### config.mk
export PLATFORM = sky130hd
export DESIGN_NAME = max7219_serializer_flat
export DESIGN_NICKNAME = d
export VERILOG_FILES = /design/src/rtl/max7219_pkg.sv /design/src/rtl/max7219_serializer_if.sv /design/src/rtl/max7219_shift.sv /design/src/rtl/max7219_serializer.sv /design/src/flat_wrapper.sv
export SDC_FILE = /design/constraint.sdc
export NUM_CORES = 1
export LEC_CHECK = 0
export BUFFER_PORTS_ARGS = -buffer_cell sky130_fd_sc_hd__buf_2
export CORE_ASPECT_RATIO = 1.4
export CORE_UTILIZATION = 60
export DETAILED_ROUTE_END_ITERATION = 8
export GPL_TIMING_DRIVEN = 0
export PLACE_DENSITY = 0.81
export SKIP_CTS_REPAIR_TIMING = 1
export SLEW_MARGIN = 5
export SYNTH_ARGS = -nofsm -noshare
export SYNTH_HDL_FRONTEND = slang
export SYNTH_SLANG_ARGS = --single-unit
### constraint.sdc
create_clock -name clk -period 3.3 [get_ports clk]
set_clock_uncertainty 0.1 [all_clocks]
set_input_delay 0.495 -clock clk [delete_from_list [all_inputs] [get_ports clk]]
set_output_delay 0.495 -clock clk [all_outputs]
set_load 0.01 [all_outputs]
### src/rtl/max7219_pkg.sv
// Shared register map, FSM state type and frame helper for the MAX7219 serializer.
package max7219_pkg;

   localparam logic [3:0] REG_DIGIT0    = 4'h1;
   localparam logic [3:0] REG_DECODE    = 4'h9;
   localparam logic [3:0] REG_INTENSITY = 4'hA;
   localparam logic [3:0] REG_SCAN      = 4'hB;
   localparam logic [3:0] REG_SHUTDOWN  = 4'hC;
   localparam logic [3:0] REG_TEST      = 4'hF;

   localparam int INIT_CMDS = 5;

   typedef enum logic [1:0] {
      INIT_LOAD,
      SHIFT,
      LATCH,
      IDLE
   } state_e;

   function automatic logic [15:0] make_frame(input logic [3:0] addr, input logic [7:0] data);
      return {4'h0, addr, data};
   endfunction

endpackage

### src/rtl/max7219_serializer_if.sv
// Row-data handshake between the pixel provider (master) and the serializer (slave).
interface max7219_serializer_if;

   logic [7:0] data_in;
   logic       data_valid;
   logic       data_ready;
   logic [2:0] row_idx;
   logic       init_done;

   modport master (
      output data_in,
      output data_valid,
      input  data_ready,
      input  row_idx,
      input  init_done
   );

   modport slave (
      input  data_in,
      input  data_valid,
      output data_ready,
      output row_idx,
      output init_done
   );

endinterface

### src/rtl/max7219_shift.sv
// 16-bit MSB-first serializer with CLK_DIV bit-clock divider and trailing LOAD pulse.
module max7219_shift #(
   parameter int CLK_DIV = 4
) (
   input  logic        clk,
   input  logic        rst_n,
   input  logic        start,
   input  logic [15:0] frame,
   output logic        max_din,
   output logic        max_clk,
   output logic        max_cs,
   output logic        shift_done,
   output logic        latch_done
);

   localparam int DIV_W = $clog2(CLK_DIV);
   localparam logic [DIV_W-1:0] DIV_MAX = DIV_W'(CLK_DIV - 1);

   typedef enum logic [1:0] {
      PH_IDLE,
      PH_SHIFT,
      PH_LATCH
   } phase_e;

   phase_e           phase;
   logic [DIV_W-1:0] div_cnt;
   logic [3:0]       bit_cnt;
   logic [15:0]      shreg;
   logic             div_end;
   logic             bit_end;

   assign div_end    = (div_cnt == DIV_MAX);
   // A bit ends when the high half of max_clk expires.
   assign bit_end    = (phase == PH_SHIFT) && div_end && max_clk;
   assign shift_done = bit_end && (bit_cnt == 4'd15);
   assign latch_done = (phase == PH_LATCH) && div_end;

   always_ff @(posedge clk) begin
      if (phase == PH_IDLE && start)
         shreg <= {frame[14:0], 1'b0};
      else if (bit_end)
         shreg <= {shreg[14:0], 1'b0};
   end

   always_ff @(posedge clk or negedge rst_n) begin
      if (!rst_n) begin
         phase   <= PH_IDLE;
         div_cnt <= '0;
         bit_cnt <= '0;
         max_din <= 1'b0;
         max_clk <= 1'b0;
         max_cs  <= 1'b1;
      end else begin
         unique case (phase)
            PH_IDLE: begin
               if (start) begin
                  phase   <= PH_SHIFT;
                  div_cnt <= '0;
                  bit_cnt <= '0;
                  max_din <= frame[15];
                  max_clk <= 1'b0;
                  max_cs  <= 1'b0;
               end
            end
            PH_SHIFT: begin
               if (!div_end) begin
                  div_cnt <= div_cnt + 1'b1;
               end else begin
                  div_cnt <= '0;
                  if (!max_clk) begin
                     max_clk <= 1'b1;
                  end else begin
                     max_clk <= 1'b0;
                     if (bit_cnt == 4'd15) begin
                        // cs only rises here, so a frame is never cut short by anything but reset
                        max_din <= 1'b0;
                        max_cs  <= 1'b1;
                        phase   <= PH_LATCH;
                     end else begin
                        bit_cnt <= bit_cnt + 4'd1;
                        max_din <= shreg[15];
                     end
                  end
               end
            end
            PH_LATCH: begin
               if (!div_end) begin
                  div_cnt <= div_cnt + 1'b1;
               end else begin
                  div_cnt <= '0;
                  phase   <= PH_IDLE;
               end
            end
            default: phase <= PH_IDLE;
         endcase
      end
   end

endmodule

### src/rtl/max7219_serializer.sv
// MAX7219 driver: power-up init sequence, then one digit-register frame per accepted row byte.
// Optional MAX7219_INTENSITY_PORT_EN adds a live intensity_in port with automatic re-send on change.
module max7219_serializer
   import max7219_pkg::*;
#(
   parameter int         CLK_DIV    = 4,
   parameter logic [3:0] INTENSITY  = 4'h8,
   parameter logic [2:0] SCAN_LIMIT = 3'd7
) (
   input  logic clk,
   input  logic rst_n,
   max7219_serializer_if.slave up,
`ifdef MAX7219_INTENSITY_PORT_EN
   input  logic [3:0] intensity_in,
`endif
   output logic max_din,
   output logic max_clk,
   output logic max_cs
);

   state_e      state;
   logic [2:0]  init_idx;
   logic        init_done;
   logic [2:0]  row_idx;
   logic        is_data;
   logic        start;
   logic        data_start;
   logic [15:0] frame;
   logic        shift_done;
   logic        latch_done;
   logic        int_match;
   logic [3:0]  init_inten;

`ifdef MAX7219_INTENSITY_PORT_EN
   logic [3:0] int_sent;
   assign int_match  = (intensity_in == int_sent);
   assign init_inten = intensity_in;
`else
   assign int_match  = 1'b1;
   assign init_inten = INTENSITY;
`endif

   function automatic logic [15:0] init_frame(input logic [2:0] idx, input logic [3:0] inten);
      logic [15:0] f;
      case (idx)
         3'd0:    f = make_frame(REG_TEST, 8'h00);
         3'd1:    f = make_frame(REG_DECODE, 8'h00);
         3'd2:    f = make_frame(REG_SCAN, {5'b0, SCAN_LIMIT});
         3'd3:    f = make_frame(REG_INTENSITY, {4'h0, inten});
         default: f = make_frame(REG_SHUTDOWN, 8'h01);
      endcase
      return f;
   endfunction

   assign up.data_ready = (state == IDLE) && init_done && int_match;
   assign up.row_idx    = row_idx;
   assign up.init_done  = init_done;

   always_comb begin
      start      = 1'b0;
      data_start = 1'b0;
      frame      = 16'h0000;
      unique case (state)
         INIT_LOAD: begin
            start = 1'b1;
            frame = init_frame(init_idx, init_inten);
         end
         IDLE: begin
`ifdef MAX7219_INTENSITY_PORT_EN
            // A pending intensity change wins over row data.
            if (!int_match) begin
               start = 1'b1;
               frame = make_frame(REG_INTENSITY, {4'h0, intensity_in});
            end else
`endif
            if (up.data_valid && init_done) begin
               start      = 1'b1;
               data_start = 1'b1;
               frame      = make_frame(REG_DIGIT0 + {1'b0, row_idx}, up.data_in);
            end
         end
         default: ;
      endcase
   end

   always_ff @(posedge clk or negedge rst_n) begin
      if (!rst_n) begin
         state     <= INIT_LOAD;
         init_idx  <= '0;
         init_done <= 1'b0;
         row_idx   <= '0;
         is_data   <= 1'b0;
`ifdef MAX7219_INTENSITY_PORT_EN
         int_sent  <= '0;
`endif
      end else begin
         unique case (state)
            INIT_LOAD: begin
               is_data <= 1'b0;
               state   <= SHIFT;
`ifdef MAX7219_INTENSITY_PORT_EN
               if (init_idx == 3'd3) int_sent <= intensity_in;
`endif
            end
            SHIFT: if (shift_done) state <= LATCH;
            LATCH: begin
               if (latch_done) begin
                  if (is_data) row_idx <= row_idx + 3'd1;
                  if (!init_done && init_idx != 3'(INIT_CMDS - 1)) begin
                     init_idx <= init_idx + 3'd1;
                     state    <= INIT_LOAD;
                  end else begin
                     init_done <= 1'b1;
                     state     <= IDLE;
                  end
               end
            end
            IDLE: begin
               if (start) begin
                  is_data <= data_start;
                  state   <= SHIFT;
`ifdef MAX7219_INTENSITY_PORT_EN
                  if (!data_start) int_sent <= intensity_in;
`endif
               end
            end
            default: state <= INIT_LOAD;
         endcase
      end
   end

   max7219_shift #(
      .CLK_DIV(CLK_DIV)
   ) u_shift (
      .clk       (clk),
      .rst_n     (rst_n),
      .start     (start),
      .frame     (frame),
      .max_din   (max_din),
      .max_clk   (max_clk),
      .max_cs    (max_cs),
      .shift_done(shift_done),
      .latch_done(latch_done)
   );

endmodule

### src/flat_wrapper.sv
// flat-port wrapper written by rule: the top's interface ports become plain ports
module max7219_serializer_flat import max7219_pkg::*;
#(
   parameter int         CLK_DIV    = 4,
   parameter logic [3:0] INTENSITY  = 4'h8,
   parameter logic [2:0] SCAN_LIMIT = 3'd7
)
  (clk, rst_n, max_din, max_clk, max_cs, up_data_in, up_data_valid, up_data_ready, up_row_idx, up_init_done);
  max7219_serializer_if up_i ();
  input  logic clk;
  input  logic rst_n;
  output logic max_din;
  output logic max_clk;
  output logic max_cs;
  input wire logic [$bits(up_i.data_in)-1:0] up_data_in;
  input wire logic [$bits(up_i.data_valid)-1:0] up_data_valid;
  output wire logic [$bits(up_i.data_ready)-1:0] up_data_ready;
  output wire logic [$bits(up_i.row_idx)-1:0] up_row_idx;
  output wire logic [$bits(up_i.init_done)-1:0] up_init_done;
  assign up_i.data_in = up_data_in;
  assign up_i.data_valid = up_data_valid;
  assign up_data_ready = up_i.data_ready;
  assign up_row_idx = up_i.row_idx;
  assign up_init_done = up_i.init_done;
  max7219_serializer #(.CLK_DIV(CLK_DIV), .INTENSITY(INTENSITY), .SCAN_LIMIT(SCAN_LIMIT)) u_core (.clk(clk), .rst_n(rst_n), .up(up_i), .max_din(max_din), .max_clk(max_clk), .max_cs(max_cs));
endmodule
==> impl_metrics.json <==
{
  "period_share_pct": 79.0,
  "syn-num-nets": 215,
  "seq_area_frac_synth_pct": 48.6,
  "drv_slew": 0,
  "swShare_pct": 20.4,
  "synth_top_area_cell": "dfrtp_1",
  "drt-initial-drc-count": 39,
  "wirelength_um": 3650,
  "fin_util_pct": 70.8,
  "synth-edff-count": 15,
  "power.internal_mw": 0.615,
  "maxCapViolCount": 0,
  "ios": 19,
  "area_growth_pct": 10.9,
  "die_w_um": 50.9,
  "crit_path_max_fanout": 15,
  "diodes": 0,
  "startpoint_type": "flop",
  "port_buffers": 18,
  "crit_type": "reg -> reg",
  "clk-insertion-delay-late_ns": 0.29,
  "grt_pass1_vias": 1477,
  "instances_no_fill": 252,
  "grt_max_degree": 22,
  "grt_usage_pct": 23.8,
  "power_density_nw_per_um2": 346,
  "async_flop_share_pct": 58.3,
  "cts.sinks": 36,
  "dp_hpwl_um": 2740,
  "drc": 0,
  "p_sw_mw": 0.158,
  "power_mw": 0.772,
  "power_frac_seq_pct": 60.0,
  "fmax_mhz": 384,
  "endpoint_kind": "flop",
  "place_ws_ns": 0.706,
  "critPathArrivalTime_ns": 2.43,
  "htreeDepth": 2,
  "fin_ws_ns": 0.694,
  "die_area_um2": 3590,
  "drive_above_1_share_pct": 23.9,
  "synthFlopType": "dfrtp_1",
  "ys_types": 41,
  "clkPwrFrac_pct": 38.6,
  "cts.clk_slew.worst_paths_ns": 0.07,
  "grt_overflow": 0,
  "required_ns": 3.12,
  "grt_pass1_wl_um": 6450,
  "finalSetupViolCount": 0,
  "hold_viol": 0,
  "dpl.cell_count": 244,
  "cts_buffers": 5,
  "synth_top_cells_by_count": "nand2_1, dfrtp_1, ha_1",
  "status": "completed",
  "design_area_um2": 2230,
  "leakage_nw": 0.939,
  "vias_per_cell": 5.78,
  "vdd_drop_max_v": 0.000381,
  "fp.coreArea_um2": 3150,
  "rsz0062_at_grt": "false",
  "r2r_slack_ns": 0.69,
  "placed_area_um2": 2150,
  "routedWlPerCell_um": 14.5,
  "holdWs_ns": 0.0468,
  "antenna_found_initial": 0,
  "die_y_um": 70.5,
  "cts_tree": "built",
  "drt-pass1-iter-count": 4,
  "tightest_slew_ns": 0.620,
  "final_nets": 240,
  "ys_ff_latch": 36,
  "combPwrFrac_pct": 1.4,
  "detail-route-antenna-nets": 0,
  "rows": 24,
  "initial_core_util_pct": 63.8,
  "synth_area_leaders": "dfrtp_1, edfxtp_1, ha_1",
  "cts_buffer_depth": 2,
  "synth_top_area_share_pct": 24.9,
  "fin_crit_ns": 2.61,
  "post-synth-top-count-cell": "nand2_1",
  "ys_warn_count": 0,
  "tns_ns": 0,
  "syn_area_per_cell_um2": 10.8,
  "globalplace.congestion": 0.792,
  "hold_path.class": "in -> async",
  "dr_total_vias": 1456,
  "root_buffer": "clkbuf_8",
  "synth_area_um2": 2010,
  "slew_headroom_pct": 58.6,
  "syn_inst": 187
}
==> power by group through the flow <==
| stage | registers, mW | logic (mW) | clock network (mW) |
|---|---|---|---|
| floorplan | 0.473 | 0.000106 | 0 |
| global placement | 0.473 | 0.0108 | 0 |
| detailed placement | 0.473 | 0.0115 | 0 |
| CTS | 0.464 | 0.0115 | 0.304 |
| global route | 0.463 | 0.0127 | 0.318 |
| finish | 0.464 | 0.0110 | 0.298 |
==> cell usage in the layout (no fill, tap or decap), types with 2 or more instances in the layout <==
cell type / count
dfrtp_1: 20
nand4_1: 2
clkbuf_2: 2
edfxtp_1: 15
clkbuf_1: 2
a22oi_1: 3
and3_2: 2
a41oi_1: 2
nor2_1: 3
nor2b_1: 4
a32oi_1: 2
clkbuf_8: 6
ha_1: 17
a32o_1: 2
o21ai_1: 4
and2_4: 2
a31oi_1: 3
o21ai_2: 5
xnor2_1: 3
nand2b_1: 5
mux2_2: 5
nand3_1: 4
o21ai_0: 13
buf_2: 18
o22ai_1: 3
inv_1: 13
nand2_1: 25
a21oi_1: 9
a21o_2: 3
and2_2: 2
==> final cells by class <==
class                   instances  area [um^2]
clock inverters                 1         3.75
multi-input cells             132          928
plain buffers                   6         57.6
flip-flops and latches         36          977
fillers                       239          922
repair buffers                 18         90.1
clock buffers                   7         76.3
inverters                      13         48.8
well taps                      39         48.8
==> layer usage <==
| layer | GRT usage [%] | up-vias | share of wire [%] | routed length, um |
|---|---|---|---|---|
| li1 | - | 717 | - | - |
| met1 | 29.8 | 704 | 43 | 1560 |
| met2 | 39.9 | 30 | 52 | 1890 |
| met3 | 5.45 | 5 | 3.8 | 139 |
| met4 | 8.02 | 0 | 1.6 | 59 |
| met5 | 0 | - | 0 | 0 |
==> cell families (layout without fill, tap and decap cells) <==
kind of cell | Yosys count | after routing | share of synthesized area (%)
AOI/OAI and AO/OA | 53 | 53 | 17.4
and+or+nand+nor | 52 | 52 | 13.2
DFF | 36 | 36 | 48.6
buffers and inverters | 19 | 45 | 5.29
adders and majority gates | 17 | 17 | 10.6
muxes | 6 | 6 | 3.30
xor gates and xnor gates | 4 | 4 | 1.74
==> registers in the layout, indices dropped and copies added (netlist names), 2 cells and up <==
signal                  count
u_core.u_shift.bit_cnt      4
u_core.u_shift.phase        2
u_core.state                2
u_core.up.row_idx           3
u_core.init_idx             3
u_core.u_shift.shreg       15
u_core.u_shift.div_cnt      2
==> worst paths after layout <==
path,depth (start not counted),start,end
worst max register to register,7,u_core.state[0]$_DFFE_PN0P_,u_core.u_shift.shreg[14]$_SDFFCE_PP0P_
worst max-delay path,7,u_core.state[0]$_DFFE_PN0P_,u_core.u_shift.shreg[14]$_SDFFCE_PP0P_
min in group clk,1,u_core.init_idx[0]$_DFFE_PN0P_,u_core.init_idx[0]$_DFFE_PN0P_
worst min-delay path,1,rst_n,u_core.u_shift.phase[0]$_DFFE_PN0P_
worst min register to register,1,u_core.init_idx[0]$_DFFE_PN0P_,u_core.init_idx[0]$_DFFE_PN0P_
max in group asynchronous,1,rst_n,u_core.u_shift.max_cs$_DFFE_PN1P_
==> worst max-delay path, stage by stage, from the launching register on <==
cell	delay, ns
dfrtp_1	0.43
inv_1	0.11
ha_1	0.32
a31oi_1	0.10
or3b_1	0.38
buf_6	0.15
clkbuf_8	0.16
nand2_1	0.47
Power figures use the tool's default switching activity.
